[config.mk]
export PLATFORM = sky130hd
export DESIGN_NAME = acc_sched_flat
export DESIGN_NICKNAME = d
export VERILOG_FILES = /design/src/rtl/acc_sched_pkg.sv /design/src/rtl/acc_sched_if.sv /design/src/rtl/acc_sched_rr_arbiter.sv /design/src/rtl/acc_sched.sv /design/src/flat_wrapper.sv
export SDC_FILE = /design/constraint.sdc
export NUM_CORES = 1
export LEC_CHECK = 0
export BUFFER_PORTS_ARGS = -buffer_cell sky130_fd_sc_hd__buf_2
export CORE_AREA = 3 3 86 88
export DETAILED_ROUTE_END_ITERATION = 6
export DIE_AREA = 0 0 89 91
export PLACE_DENSITY = 0.83
export SYNTH_ARGS = -nofsm -noshare
export SYNTH_HDL_FRONTEND = slang
export SYNTH_SLANG_ARGS = --single-unit
[constraint.sdc]
create_clock -name clk -period 4.8 [get_ports clk]
set_clock_uncertainty 0.2 [all_clocks]
set_input_delay 0 -clock clk [delete_from_list [all_inputs] [get_ports clk]]
set_output_delay 0 -clock clk [all_outputs]
set_load 0.05 [all_outputs]
[src/rtl/acc_sched_pkg.sv]
// Shared types and defaults for the acc_sched accumulator scheduler.
package acc_sched_pkg;

  localparam int unsigned NREQ_DEF  = 4;
  localparam int unsigned LEN_W_DEF = 8;
  localparam int unsigned SUM_W_DEF = 16;
  localparam int unsigned RES_W_DEF = 8;

  // Scheduler FSM states
  typedef enum logic [2:0] {
    StIdle,
    StClr,
    StRun,
    StWait,
    StOut
  } state_e;

  // Requester index width; never below one bit so ports stay legal
  function automatic int unsigned id_w(input int unsigned nreq);
    return (nreq > 1) ? $clog2(nreq) : 1;
  endfunction

endpackage

[src/rtl/acc_sched_if.sv]
// Requester, accumulator and result signals of acc_sched.
// master: scheduler view; slave: requesters/accumulator/result sink view.
interface acc_sched_if
  import acc_sched_pkg::*;
#(
  parameter int unsigned NREQ  = NREQ_DEF,
  parameter int unsigned LEN_W = LEN_W_DEF,
  parameter int unsigned SUM_W = SUM_W_DEF,
  parameter int unsigned RES_W = RES_W_DEF,
  parameter int unsigned ID_W  = id_w(NREQ)
);

  logic [NREQ-1:0]       req;
  logic [NREQ*LEN_W-1:0] req_len;
  logic [NREQ-1:0]       gnt;
  logic [NREQ*8-1:0]     in_data;
  logic [NREQ-1:0]       in_valid;
  logic [NREQ-1:0]       in_ready;
  logic                  acc_clr;
  logic                  acc_en;
  logic [7:0]            acc_a;
  logic [SUM_W-1:0]      acc_sum;
  logic                  res_valid;
  logic                  res_ready;
  logic [ID_W-1:0]       res_id;
  logic [RES_W-1:0]      res_sum;

  modport master (
    input  req, req_len, in_data, in_valid, acc_sum, res_ready,
    output gnt, in_ready, acc_clr, acc_en, acc_a, res_valid, res_id, res_sum
  );

  modport slave (
    output req, req_len, in_data, in_valid, acc_sum, res_ready,
    input  gnt, in_ready, acc_clr, acc_en, acc_a, res_valid, res_id, res_sum
  );

endinterface

[src/rtl/acc_sched_rr_arbiter.sv]
// Combinational round-robin pick: first set request after i_last_id, wrapping.
module acc_sched_rr_arbiter
  import acc_sched_pkg::*;
#(
  parameter int unsigned NREQ = NREQ_DEF,
  parameter int unsigned ID_W = id_w(NREQ)
) (
  input  logic [NREQ-1:0] i_req,
  input  logic [ID_W-1:0] i_last_id,
  output logic            o_valid,
  output logic [NREQ-1:0] o_gnt,
  output logic [ID_W-1:0] o_idx
);

  // Scan last_id+1 .. last_id+NREQ (mod NREQ); the first hit wins
  always_comb begin
    int unsigned cand;
    cand    = 0;
    o_valid = 1'b0;
    o_gnt   = '0;
    o_idx   = '0;
    for (int k = 1; k <= int'(NREQ); k++) begin
      cand = (32'(i_last_id) + 32'(k)) % NREQ;
      if (!o_valid && i_req[cand[ID_W-1:0]]) begin
        o_valid                 = 1'b1;
        o_gnt[cand[ID_W-1:0]]   = 1'b1;
        o_idx                   = cand[ID_W-1:0];
      end
    end
  end

endmodule

[src/rtl/acc_sched.sv]
// acc_sched: round-robin scheduler sharing one accumulator between NREQ requesters.
// Each job: clear accumulator, stream LEN terms, return the sum tagged with the ID.
// Optional macro ACC_SAT_EN: saturate the result to RES_W signed instead of wrapping.
module acc_sched
  import acc_sched_pkg::*;
#(
  parameter int unsigned NREQ  = NREQ_DEF,
  parameter int unsigned LEN_W = LEN_W_DEF,
  parameter int unsigned SUM_W = SUM_W_DEF,
  parameter int unsigned RES_W = RES_W_DEF
) (
  input logic         clk,
  input logic         rst_n,
  acc_sched_if.master bus
);

  localparam int unsigned ID_W = id_w(NREQ);

  state_e           r_state;
  logic [ID_W-1:0]  r_id;
  logic [ID_W-1:0]  r_last_id;
  logic [LEN_W-1:0] r_len;
  logic [LEN_W-1:0] r_cnt;
  logic [NREQ-1:0]  r_gnt;
  logic [NREQ-1:0]  r_in_ready;
  logic             r_acc_clr;
  logic             r_res_valid;
  logic [ID_W-1:0]  r_res_id;
  logic [RES_W-1:0] r_res_sum;

  logic             w_arb_valid;
  logic [NREQ-1:0]  w_arb_gnt;
  logic [ID_W-1:0]  w_arb_idx;
  logic [LEN_W-1:0] w_req_len_sel;
  logic             w_hs;
  logic [7:0]       w_term;
  logic [RES_W-1:0] w_res;

  acc_sched_rr_arbiter #(
    .NREQ (NREQ),
    .ID_W (ID_W)
  ) u_arb (
    .i_req     (bus.req),
    .i_last_id (r_last_id),
    .o_valid   (w_arb_valid),
    .o_gnt     (w_arb_gnt),
    .o_idx     (w_arb_idx)
  );

  assign w_req_len_sel = bus.req_len[32'(w_arb_idx)*LEN_W +: LEN_W];
  assign w_term        = bus.in_data[32'(r_id)*8 +: 8];

  // in_ready is only ever set for the granted requester, so this is the term handshake.
  // acc_en must be combinational so the accumulator adds on the same edge as the handshake.
  assign w_hs = bus.in_valid[r_id] & r_in_ready[r_id];

`ifdef ACC_SAT_EN
  localparam logic signed [SUM_W-1:0] ResMax =
    SUM_W'((longint'(1) <<< (RES_W - 1)) - longint'(1));
  localparam logic signed [SUM_W-1:0] ResMin = ~ResMax;

  logic signed [SUM_W-1:0] w_sum_s;
  assign w_sum_s = bus.acc_sum;

  // Clamp the signed sum into the signed RES_W range
  always_comb begin
    w_res = w_sum_s[RES_W-1:0];
    if (w_sum_s > ResMax) begin
      w_res = ResMax[RES_W-1:0];
    end else if (w_sum_s < ResMin) begin
      w_res = ResMin[RES_W-1:0];
    end
  end
`else
  assign w_res = bus.acc_sum[RES_W-1:0];
`endif

  // Job sequencing FSM; all control outputs except acc_en/acc_a are registered here
  always_ff @(posedge clk or negedge rst_n) begin
    if (!rst_n) begin
      r_state     <= StIdle;
      r_id        <= '0;
      r_last_id   <= ID_W'(NREQ - 1);
      r_len       <= '0;
      r_cnt       <= '0;
      r_gnt       <= '0;
      r_in_ready  <= '0;
      r_acc_clr   <= 1'b0;
      r_res_valid <= 1'b0;
      r_res_id    <= '0;
      r_res_sum   <= '0;
    end else begin
      r_acc_clr <= 1'b0;
      unique case (r_state)
        StIdle: begin
          if (w_arb_valid) begin
            r_id      <= w_arb_idx;
            r_len     <= w_req_len_sel;
            r_cnt     <= '0;
            r_gnt     <= w_arb_gnt;
            r_acc_clr <= 1'b1;
            r_state   <= StClr;
          end
        end
        StClr: begin
          if (r_len != '0) begin
            r_in_ready <= r_gnt;
            r_state    <= StRun;
          end else begin
            r_state <= StWait;
          end
        end
        StRun: begin
          if (w_hs) begin
            r_cnt <= r_cnt + LEN_W'(1);
            if (r_cnt == r_len - LEN_W'(1)) begin
              r_in_ready <= '0;
              r_state    <= StWait;
            end
          end
        end
        StWait: begin
          // acc_sum now includes the last term
          r_res_sum   <= w_res;
          r_res_id    <= r_id;
          r_res_valid <= 1'b1;
          r_state     <= StOut;
        end
        StOut: begin
          if (bus.res_ready) begin
            r_res_valid <= 1'b0;
            r_last_id   <= r_id;
            r_gnt       <= '0;
            r_state     <= StIdle;
          end
        end
        default: r_state <= StIdle;
      endcase
    end
  end

  assign bus.gnt       = r_gnt;
  assign bus.in_ready  = r_in_ready;
  assign bus.acc_clr   = r_acc_clr;
  assign bus.acc_en    = w_hs;
  assign bus.acc_a     = w_hs ? w_term : 8'h00;
  assign bus.res_valid = r_res_valid;
  assign bus.res_id    = r_res_id;
  assign bus.res_sum   = r_res_sum;

endmodule

[src/flat_wrapper.sv]
// flat-port wrapper written by rule: the top's interface ports become plain ports
module acc_sched_flat import acc_sched_pkg::*;
#(
  parameter int unsigned NREQ  = NREQ_DEF,
  parameter int unsigned LEN_W = LEN_W_DEF,
  parameter int unsigned SUM_W = SUM_W_DEF,
  parameter int unsigned RES_W = RES_W_DEF
)
  (clk, rst_n, bus_req, bus_req_len, bus_in_data, bus_in_valid, bus_acc_sum, bus_res_ready, bus_gnt, bus_in_ready, bus_acc_clr, bus_acc_en, bus_acc_a, bus_res_valid, bus_res_id, bus_res_sum);
  acc_sched_if #(.NREQ(NREQ), .LEN_W(LEN_W), .SUM_W(SUM_W), .RES_W(RES_W)) bus_i ();
  input logic clk;
  input logic rst_n;
  input wire logic [$bits(bus_i.req)-1:0] bus_req;
  input wire logic [$bits(bus_i.req_len)-1:0] bus_req_len;
  input wire logic [$bits(bus_i.in_data)-1:0] bus_in_data;
  input wire logic [$bits(bus_i.in_valid)-1:0] bus_in_valid;
  input wire logic [$bits(bus_i.acc_sum)-1:0] bus_acc_sum;
  input wire logic [$bits(bus_i.res_ready)-1:0] bus_res_ready;
  output wire logic [$bits(bus_i.gnt)-1:0] bus_gnt;
  output wire logic [$bits(bus_i.in_ready)-1:0] bus_in_ready;
  output wire logic [$bits(bus_i.acc_clr)-1:0] bus_acc_clr;
  output wire logic [$bits(bus_i.acc_en)-1:0] bus_acc_en;
  output wire logic [$bits(bus_i.acc_a)-1:0] bus_acc_a;
  output wire logic [$bits(bus_i.res_valid)-1:0] bus_res_valid;
  output wire logic [$bits(bus_i.res_id)-1:0] bus_res_id;
  output wire logic [$bits(bus_i.res_sum)-1:0] bus_res_sum;
  assign bus_i.req = bus_req;
  assign bus_i.req_len = bus_req_len;
  assign bus_i.in_data = bus_in_data;
  assign bus_i.in_valid = bus_in_valid;
  assign bus_i.acc_sum = bus_acc_sum;
  assign bus_i.res_ready = bus_res_ready;
  assign bus_gnt = bus_i.gnt;
  assign bus_in_ready = bus_i.in_ready;
  assign bus_acc_clr = bus_i.acc_clr;
  assign bus_acc_en = bus_i.acc_en;
  assign bus_acc_a = bus_i.acc_a;
  assign bus_res_valid = bus_i.res_valid;
  assign bus_res_id = bus_i.res_id;
  assign bus_res_sum = bus_i.res_sum;
  acc_sched #(.NREQ(NREQ), .LEN_W(LEN_W), .SUM_W(SUM_W), .RES_W(RES_W)) u_core (.clk(clk), .rst_n(rst_n), .bus(bus_i));
endmodule
### Yosys cells after proc, flatten, opt, wreduce, memory -nomap -nowiden

Cells that the tools add are included.

* output and inout port bits: 29
* register bits: 43
* word-level logic and storage cells: 118
* bits of input ports: 91

* bitwise gates (word level): 4
* reduce and logical (&&, ||, !) cells: 23
* multiplexer cells: 53
* equality and inequality tests: 10
* magnitude comparators: 9
* add/subtract/negate cells: 6
* shift-type cells: 2

Operators with widths (number)
* 32-bit by 6-bit indexed part select with 8-bit output: 2
* 4-bit 2-to-1 mux: 9
* 8-bit 2-to-1 mux: 3
* 1-bit 2-to-1 mux: 18
* 4-bit case mux with 2 select lines: 2
* 8-bit case mux with 2 select lines: 1
* 2-bit by 3-bit < comparator with 1-bit output, second input constant: 5
* 3-bit case mux with 5 select lines: 1
* 1-bit binary-select mux with 2-bit select: 6
* 3-bit 2-to-1 mux: 4
* 4-bit OR: 3
* 8-bit by 1-bit adder with 8-bit output, second input constant: 1
* 1-bit demux with 2-bit select: 4
* 8-bit equality test: 1
* 2-bit by 1-bit greater-or-equal comparator with 1-bit output, second input constant: 4
* 2-bit 2-to-1 mux: 4
* 4-bit AND reduction: 2
* 2-bit nonzero test: 4
* 8-bit nonzero test: 1
* 8-bit by 1-bit subtractor with 8-bit output, second input constant: 1
* 1-bit logical AND: 7
* 3-bit by 2-bit equality test with 1-bit output, second input constant: 2
* 2-bit by 1-bit != test with 1-bit output, second input constant: 3
* 2-bit AND reduction: 3
* other kinds (10): 16

### Longest topological paths before layout

Gate-level depths: netlist (run 1).

* depth after elaboration: 15
* depth in mapped cells: 13
* gate-level depth less buffers: 8

### Hierarchy

Synthesis (run 1) repeated with hierarchy kept, for this count alone.

* cell total of the unflattened synthesis: 323
* area total of the unflattened synthesis: 3281.9 sq um

Modules (own cells, without submodules)
* acc_sched: area an instance 2650.0 sq um, cells each 238, sequential area each 1078.5 sq um, times used 1
* acc_sched_rr_arbiter: area an instance 631.9 sq um, cells each 85, sequential area each 0.0 sq um, times used 1

### Worst setup path after synthesis (run 1)

OpenSTA, ideal clock, no wires.

* kind: reg2reg
* start point: register u_core.r_last_id[0]
* end point: register u_core.r_len[4]
* cell stages (with the launch flop): 14
* arrival: 3499 ps
* library setup time: 104 ps
* buffers on the path: 5
* setup slack: 997 ps
* period minus slack after synthesis: 3803 ps
* data required time: 4496 ps
* path through: dfstp_2 buf_6 buf_2 clkinv_1 clkbuf_1 ha_1 clkbuf_1 mux4_2 nor4_2 or4_1 buf_2 nor4_4 o2111ai_1 o311ai_1

* cells in the longest elaborated chain, start to end: 14
* elaborated cells on any way between the ends: 28
* classes of those cells: add/sub: 4; shift: 1; mux: 16; reduce/logical: 7

RTL lines
* start, declared: RTL line acc_sched.sv:21 `logic [ID_W-1:0] r_last_id;`
* start signal, assigned: RTL line acc_sched.sv:83 `r_last_id <= ID_W'(NREQ - 1);`
* start signal, assigned: RTL line acc_sched.sv:132 `r_last_id <= r_id;`
* 2-bit by 1-bit adder with 2-bit output: RTL line acc_sched_rr_arbiter.sv:23 `cand = (32'(i_last_id) + 32'(k)) % NREQ;`
* 1-bit binary-select mux with 2-bit select: RTL line acc_sched_rr_arbiter.sv:24 `if (!o_valid && i_req[cand[ID_W-1:0]]) begin`
* 1-bit 2-to-1 mux (not written as such): RTL line acc_sched_rr_arbiter.sv:24
* 1-bit 2-to-1 mux: RTL line acc_sched_rr_arbiter.sv:24
* 1-bit logical NOT: RTL line acc_sched_rr_arbiter.sv:24
* 1-bit logical AND: RTL line acc_sched_rr_arbiter.sv:24
* 1-bit 2-to-1 mux: RTL line acc_sched_rr_arbiter.sv:24
* 1-bit logical NOT: RTL line acc_sched_rr_arbiter.sv:24
* 1-bit logical AND: RTL line acc_sched_rr_arbiter.sv:24
* 1-bit 2-to-1 mux: RTL line acc_sched_rr_arbiter.sv:24
* 1-bit logical NOT: RTL line acc_sched_rr_arbiter.sv:24
* 1-bit logical AND: RTL line acc_sched_rr_arbiter.sv:24
* 2-bit 2-to-1 mux or 1-bit 2-to-1 mux (tied branches): RTL line acc_sched_rr_arbiter.sv:24
* 32-bit by 6-bit indexed part select with 8-bit output or 2-bit AND reduction (tied branches)
* end signal, assigned: RTL line acc_sched.sv:98 `r_len <= w_req_len_sel;`
* end, declared: RTL line acc_sched.sv:22 `logic [LEN_W-1:0] r_len;`

Parallel ways exist; a longest one is shown, timed or not. The select of a mux whose other input is x is not followed.
A chain may end at the register's enable or synchronous reset.

### Final worst setup path (run 1)

* start point: register u_core.r_last_id[1]
* end point: register u_core.r_len[6]

Same word-level chain as after synthesis.

==> impl_metrics.env, run 1 <==
export IMPL_die_w_um=89
export IMPL_dp_hpwl_um=6529
export IMPL_fp_row_count=30
export IMPL_power_density_nw_per_um2=701.8
export IMPL_ir_drop_mv=0.3543
export IMPL_io_buffer_count=111
export IMPL_antenna_found_initial=0
export IMPL_route_detailed_drc=0
export IMPL_yosys_area_share_adder_pct=3.757
export IMPL_max_freq_ghz=0.2264
export IMPL_status="complete, no violations"
export IMPL_vias_per_cell=5.896
export IMPL_diodes=0
export IMPL_grt_max_degree=44
export IMPL_hp_class="input port to register"
export IMPL_p_leak_nw=1.937
export IMPL_fin_nets=589
export IMPL_arrival_ns=4.40
export IMPL_dr_pass1_iters=5
export IMPL_grt_pass1_vias=3259
export IMPL_chipHeight_um=91
export IMPL_die_area_um2=8099
export IMPL_hold_viol_final=0
export IMPL_tightest_slew_ns=0.9555
export IMPL_yosys_warnings=0
export IMPL_synth_nets=456
export IMPL_syn_instance_count=355
export IMPL_path_clk_slew_ns=0.09
export IMPL_synth_edff_count=0
export IMPL_synth_compound_area_share_pct=16.64
export IMPL_end_kind="register"
export IMPL_rsz0062_at_grt="no"
export IMPL_cts_path_max_buffers=2
export IMPL_vias=3355
export IMPL_io_pin_count=120
export IMPL_ant_nets=0
export IMPL_finalPower_mw=3.067
export IMPL_wl_um=9193
export IMPL_coreArea_um2=6719
export IMPL_cts_made_buffers=5
export IMPL_crit_required_ns=4.79
export IMPL_avgSynthCellArea_um2=9.382
export IMPL_grt_first_pass_wirelength_um=14750
export IMPL_synth_ff_type="dfrtp_1"
export IMPL_syn_to_final_growth_pct=31.22
export IMPL_min_period_over_period_pct=92.03
export IMPL_slew_limit_headroom_pct=36.30
export IMPL_grt_total_usage_pct=22.55
export IMPL_layout_min_cycle_time_ns=4.417
export IMPL_mostFrequentLayoutCells="buf_2 (111), dfrtp_1 (41), dlygate4sd3_1 (35)"
export IMPL_criticalPathCategory="register to register"
export IMPL_overflow=0
export IMPL_insertion_delay_ns=0.30
export IMPL_max_cap_viol_count=0
export IMPL_setup_viol=0
export IMPL_wl_per_cell_um=16.16
export IMPL_synth_area_mux_share_pct=17.02
export IMPL_synth_seq_cells=43
export IMPL_mostFrequentLayoutCell="buf_2"
export IMPL_whs_ns=0.02157
export IMPL_drt_iter0_markers=154
export IMPL_synth_top_family_by_area="simple AND/OR/NAND/NOR gates"
export IMPL_place_congestion=0.8768
export IMPL_cts_tree="built"
export IMPL_yosys_cell_types_count=58
export IMPL_setup_tns_ns=0
export IMPL_cts_root_buf="clkbuf_8"
export IMPL_fillers=543
export IMPL_drive_gt1_share_pct=32.11
export IMPL_synth_simple_gate_area_share_pct=20.02
export IMPL_syn_area_um2=3331
export IMPL_start_kind="register"
export IMPL_slew_violations=0
export IMPL_clock_sinks=43
export IMPL_htree_levels=2
export IMPL_start_util_pct=49.57
export IMPL_yosysSeqAreaShare_pct=32.38
export IMPL_synth_xor_area_share_pct=5.560
export IMPL_ctsResizeCount=0
export IMPL_async_flop_share_pct=100.0
export IMPL_cp_max_fo=15
-- layout make-up --
cell class	count	area (um2)	area share [%]
multi-input combinational	275	2098	48.01
sequential	43	1079	24.68
timing repair buffer	149	928.4	21.24
tap	80	100.1	2.290
clock buffer	5	68.82	1.575
inverter	14	52.55	1.202
clock inverter	3	43.79	1.002
-- metal layers --
metal	global-route usage [%]	wire (um)
met3	3.993	689
met4	6.824	176
met1	27.42	3621
met5	0	0
met2	39.85	4705
-- cell families after synthesis --
group	after synthesis
compound gates	82
xor+xnor	19
fa+ha+maj	10
buf+inv	37
flops	43
mux	40
simple gates	124
-- worst max-delay path, stage by stage, from the launching register on --
cell and delay, ns:
dfstp_2 0.72, inv_1 0.16, ha_1 0.43, mux4_2 0.44, a21oi_2 0.27, o21ai_2 0.15
xnor2_4 0.38, mux2i_1 0.31, dlygate4sd3_1 0.59, o31ai_1 0.07, dlygate4sd3_1 0.58
-- registers in the layout, indices dropped and copies added, names as in the netlist --
name                  flops
u_core.bus.res_sum        8
u_core.r_cnt              8
u_core.r_len              8
u_core.bus.gnt            4
u_core.bus.in_ready       4
u_core.r_state            3
u_core.bus.res_id         2
u_core.r_id               2
u_core.r_last_id          2
u_core.bus.acc_clr        1
u_core.bus.res_valid      1
-- cell usage after synthesis, types with 6 or more instances --
master	count	share of area, %
a21oi_1	11	1.7
and2_1	11	2.1
buf_2	6	0.90
clkbuf_1	14	1.6
dfrtp_1	41	31
ha_1	10	3.8
inv_1	11	1.2
mux2_2	13	4.4
mux2i_1	15	4.5
mux4_2	12	8.1
nand2_1	32	3.6
nand2b_1	8	1.5
nand3_1	12	1.8
nor2_1	19	2.1
nor3_1	8	1.2
nor4_1	12	2.3
o2111ai_1	6	1.6
o21ai_0	22	3.3
o311ai_1	6	1.6
or3_1	6	1.1
xnor2_1	14	3.7
-- per-stage QoR --
step	utilization, %	instances	worst slack, ns	cell area (um2)
after floorplan	-	355	0.9972	3331
after global placement	58.16	526	1.121	3908
after detailed placement	58.16	526	1.023	3908
after CTS	65.05	569	0.4540	4370
after global routing	65.05	569	0.1698	4370
final	65.05	569	0.3825	4370
-- power breakdown --
group / internal, mW / switching, mW
logic: 0.805 / 1.27
registers: 0.517 / 0.197
clock network: 0.155 / 0.126
-- timing repair --
| action | 4_1_cts | 5_1_grt |
|---|---|---|
| setup buffers | 0 | 0 |
| hold buffers | 35 | 0 |
| endpoints found under the hold margin | 59 | 0 |
-- path summary, 6_finish.rpt --
check | to | slack, ns | cells past startpoint | from
min in group asynchronous | u_core.r_state[1] | 0.19 | 2 | rst_n
worst max register to register | u_core.r_len[6] | 0.38 | 10 | u_core.r_last_id[1]
worst max-delay path | u_core.r_len[6] | 0.38 | 10 | u_core.r_last_id[1]
worst min register to register | u_core.bus.res_valid | 0.28 | 2 | u_core.bus.res_valid
worst min-delay path | u_core.r_len[3] | 0.02 | 4 | bus_req_len[19]
max in group asynchronous | u_core.r_len[2] | 3.62 | 2 | rst_n
(Power assumes the default switching activity.)
==> run 2, diff against run 1 <==
--- a/config.mk
+++ b/config.mk
@@ -9,7 +9,8 @@
 export CORE_AREA = 3 3 86 88
 export DETAILED_ROUTE_END_ITERATION = 6
 export DIE_AREA = 0 0 89 91
-export PLACE_DENSITY = 0.83
+export PLACE_DENSITY = 0.87
+export SETUP_SLACK_MARGIN = 0.3
 export SYNTH_ARGS = -nofsm -noshare
 export SYNTH_HDL_FRONTEND = slang
 export SYNTH_SLANG_ARGS = --single-unit
==> run 2 against run 1 <==
Net effect:
- setup slack improved by 0.15 ns
- global-route usage increased by 1.1 points
- design area increased by 1.9%
- sequential cell count unchanged
- clock power increased by 2%
- final cell count increased by 1.6%
- sequential share of layout area decreased by 0.38 points
- non-clock buffer count increased by 9
- core utilization increased by 1.2 points
- count of clock-buffer cells in the layout unchanged
==> impl_metrics.env, run 2 (same netlist as run 1, synthesis figures left out) <==
export IMPL_status="complete, no violations"
export IMPL_dr_pass1_iters=5
export IMPL_ir_drop_mv=0.3790
export IMPL_drt_iter0_markers=178
export IMPL_internal_power_mw=1.548
export IMPL_rsz0062_at_grt="no"
export IMPL_setup_viol=0
export IMPL_hp_start="bus_req_len[19]"
export IMPL_cts_path_max_buffers=2
export IMPL_setup_tns_ns=0
export IMPL_criticalPathCategory="register to register"
export IMPL_crit_required_ns=4.79
export IMPL_hp_class="input port to register"
export IMPL_fp_row_count=30
export IMPL_place_congestion=0.8974
export IMPL_mostFrequentLayoutCell="buf_2"
export IMPL_cts_root_buf="clkbuf_8"
export IMPL_path_clk_slew_ns=0.09
export IMPL_max_cap_viol_count=0
export IMPL_pwr_share_seq_pct=22.5
export IMPL_layout_min_cycle_time_ns=4.270
export IMPL_insertion_delay_ns=0.30
export IMPL_syn_to_final_growth_pct=33.73
export IMPL_mostFrequentLayoutCells="buf_2 (111), dfrtp_1 (41), dlygate4sd3_1 (37)"
export IMPL_ant_nets=0
export IMPL_fin_util_pct=66.29
export IMPL_wl_per_cell_um=16.92
export IMPL_p_leak_nw=1.974
export IMPL_path_buf_inv=3
export IMPL_critPathCapture="u_core.r_len[0]"
export IMPL_grt_pass1_vias=3287
export IMPL_grt_total_usage_pct=23.63
export IMPL_io_pin_count=120
export IMPL_arrival_ns=4.26
export IMPL_crit_chain="inv_1, ha_1, mux4_2, a21oi_4, o21ai_2, xnor2_4, mux2i_1, dlygate4sd3_1, o311ai_1, dlygate4sd3_1"
export IMPL_vias=3462
export IMPL_cpMostUsedCell="dlygate4sd3_1"
export IMPL_path_delay_family="buffers and inverters"
export IMPL_wl_um=9777
export IMPL_grt_first_pass_wirelength_um=15480
export IMPL_htree_levels=2
export IMPL_min_period_over_period_pct=88.96
export IMPL_max_freq_ghz=0.2342
export IMPL_drive_gt1_share_pct=32.93
export IMPL_cp_max_fo=15
export IMPL_start_kind="register"
export IMPL_crit_slowest_cell="dfstp_4"
export IMPL_cts_made_buffers=5
export IMPL_placed_cell_area_um2=3908
export IMPL_final_area_um2=4454
export IMPL_end_kind="register"
export IMPL_dp_hpwl_um=6818
export IMPL_power_frac_clock_pct=9.0
export IMPL_grt_max_degree=44
export IMPL_antenna_found_initial=0
export IMPL_chipHeight_um=91
export IMPL_cts_tree="built"
export IMPL_die_w_um=89
export IMPL_switching_share_pct=51.40
export IMPL_slew_limit_headroom_pct=35.75
export IMPL_r2r_slack_ns=0.53
export IMPL_diodes=0
export IMPL_io_buffer_count=111
export IMPL_clock_sinks=43
export IMPL_rr_endpoint="u_core.r_len[0]"
export IMPL_p_sw_mw=1.637
export IMPL_vias_per_cell=5.990
export IMPL_coreArea_um2=6719
export IMPL_power_density_nw_per_um2=715.0
export IMPL_die_area_um2=8099
export IMPL_cp_num_cells=10
export IMPL_cpPeakStageDelay_ns=0.73
export IMPL_tightest_slew_ns=0.9637
export IMPL_route_detailed_drc=0
export IMPL_pwr_share_comb_pct=68.5
export IMPL_start_util_pct=49.57
export IMPL_reg2regPathDepth=10
export IMPL_slew_violations=0
export IMPL_hold_viol_final=0
export IMPL_cp_startpoint="u_core.r_last_id[1]"
export IMPL_overflow=0
export IMPL_r2r_start="u_core.r_last_id[1]"
export IMPL_fin_nets=598
run 2: changes by cell type in the layout (fill, tap and decap cells not counted), sizes merged:
cell / before / now
dlygate4sd3: 35 / 37
buf: 114 / 121
run 2: area by class of cell:
| class | instances | area, um2 |
|---|---|---|
| fill | 504 | 2265 |
| sequential | 43 | 1082 |
| clock buffer | 5 | 68.82 |
| clock inverter | 3 | 43.79 |
| tap | 80 | 100.1 |
| multi-input combinational | 275 | 2106 |
| inverter | 14 | 52.55 |
| timing repair buffer | 158 | 1001 |
run 2: worst min-delay path by stage:
stage	to	slack (ns)	cells after the start
CTS	u_core.r_len[3]	0.03	4
floorplan	u_core.bus.acc_clr	-0.50	0
detailed placement	u_core.bus.res_sum[7]	-0.002	1
finish	u_core.r_len[3]	0.01	4
global route	u_core.r_len[3]	0.03	4
global placement	u_core.bus.res_sum[7]	-0.02	1
run 2: through the flow:
step	instances	total power, mW	hold WS [ns]	setup WS (ns)
floorplan	355	2.218	-0.4956	0.9972
global placement	526	2.561	-0.01857	1.116
detailed placement	526	2.639	-0.001542	0.9973
CTS	571	3.036	0.02615	0.4188
global route	578	3.401	0.02755	0.3030
finish	578	3.185	0.01306	0.5301
run 2: worst register-to-register path: stages, from the launching register on:
cell,delay [ns]
dfstp_4,0.73
inv_1,0.12
ha_1,0.42
mux4_2,0.46
a21oi_4,0.24
o21ai_2,0.15
xnor2_4,0.36
mux2i_1,0.24
dlygate4sd3_1,0.58
o311ai_1,0.08
dlygate4sd3_1,0.57
run 2: power groups by stage:
stage          Sequential (mW)  Combinational, mW  Clock [mW]
6_report                 0.715               2.18       0.288
5_1_grt                  0.741               2.36       0.302
4_1_cts                  0.707               2.04       0.287
3_5_place_dp             0.714               1.93           0
3_3_place_gp             0.703               1.86           0
2_1_floorplan            0.884               1.33           0
run 2: timing repair:
| item | CTS | global route |
|---|---|---|
| setup endpoints to repair | 0 | 7 |
| endpoints found under the hold margin | 60 | 0 |
| hold buffers | 37 | 0 |
| resized for setup | 0 | 2 |
| setup buffers | 0 | 7 |
run 2: metal layers:
layer | up-vias | track usage [%] | routed length (um)
met5 | - | 0 | 0
met4 | 0 | 7.320 | 194
met3 | 24 | 2.904 | 720
met2 | 157 | 41.71 | 5132
met1 | 1675 | 29.49 | 3729
li1 | 1606 | - | -
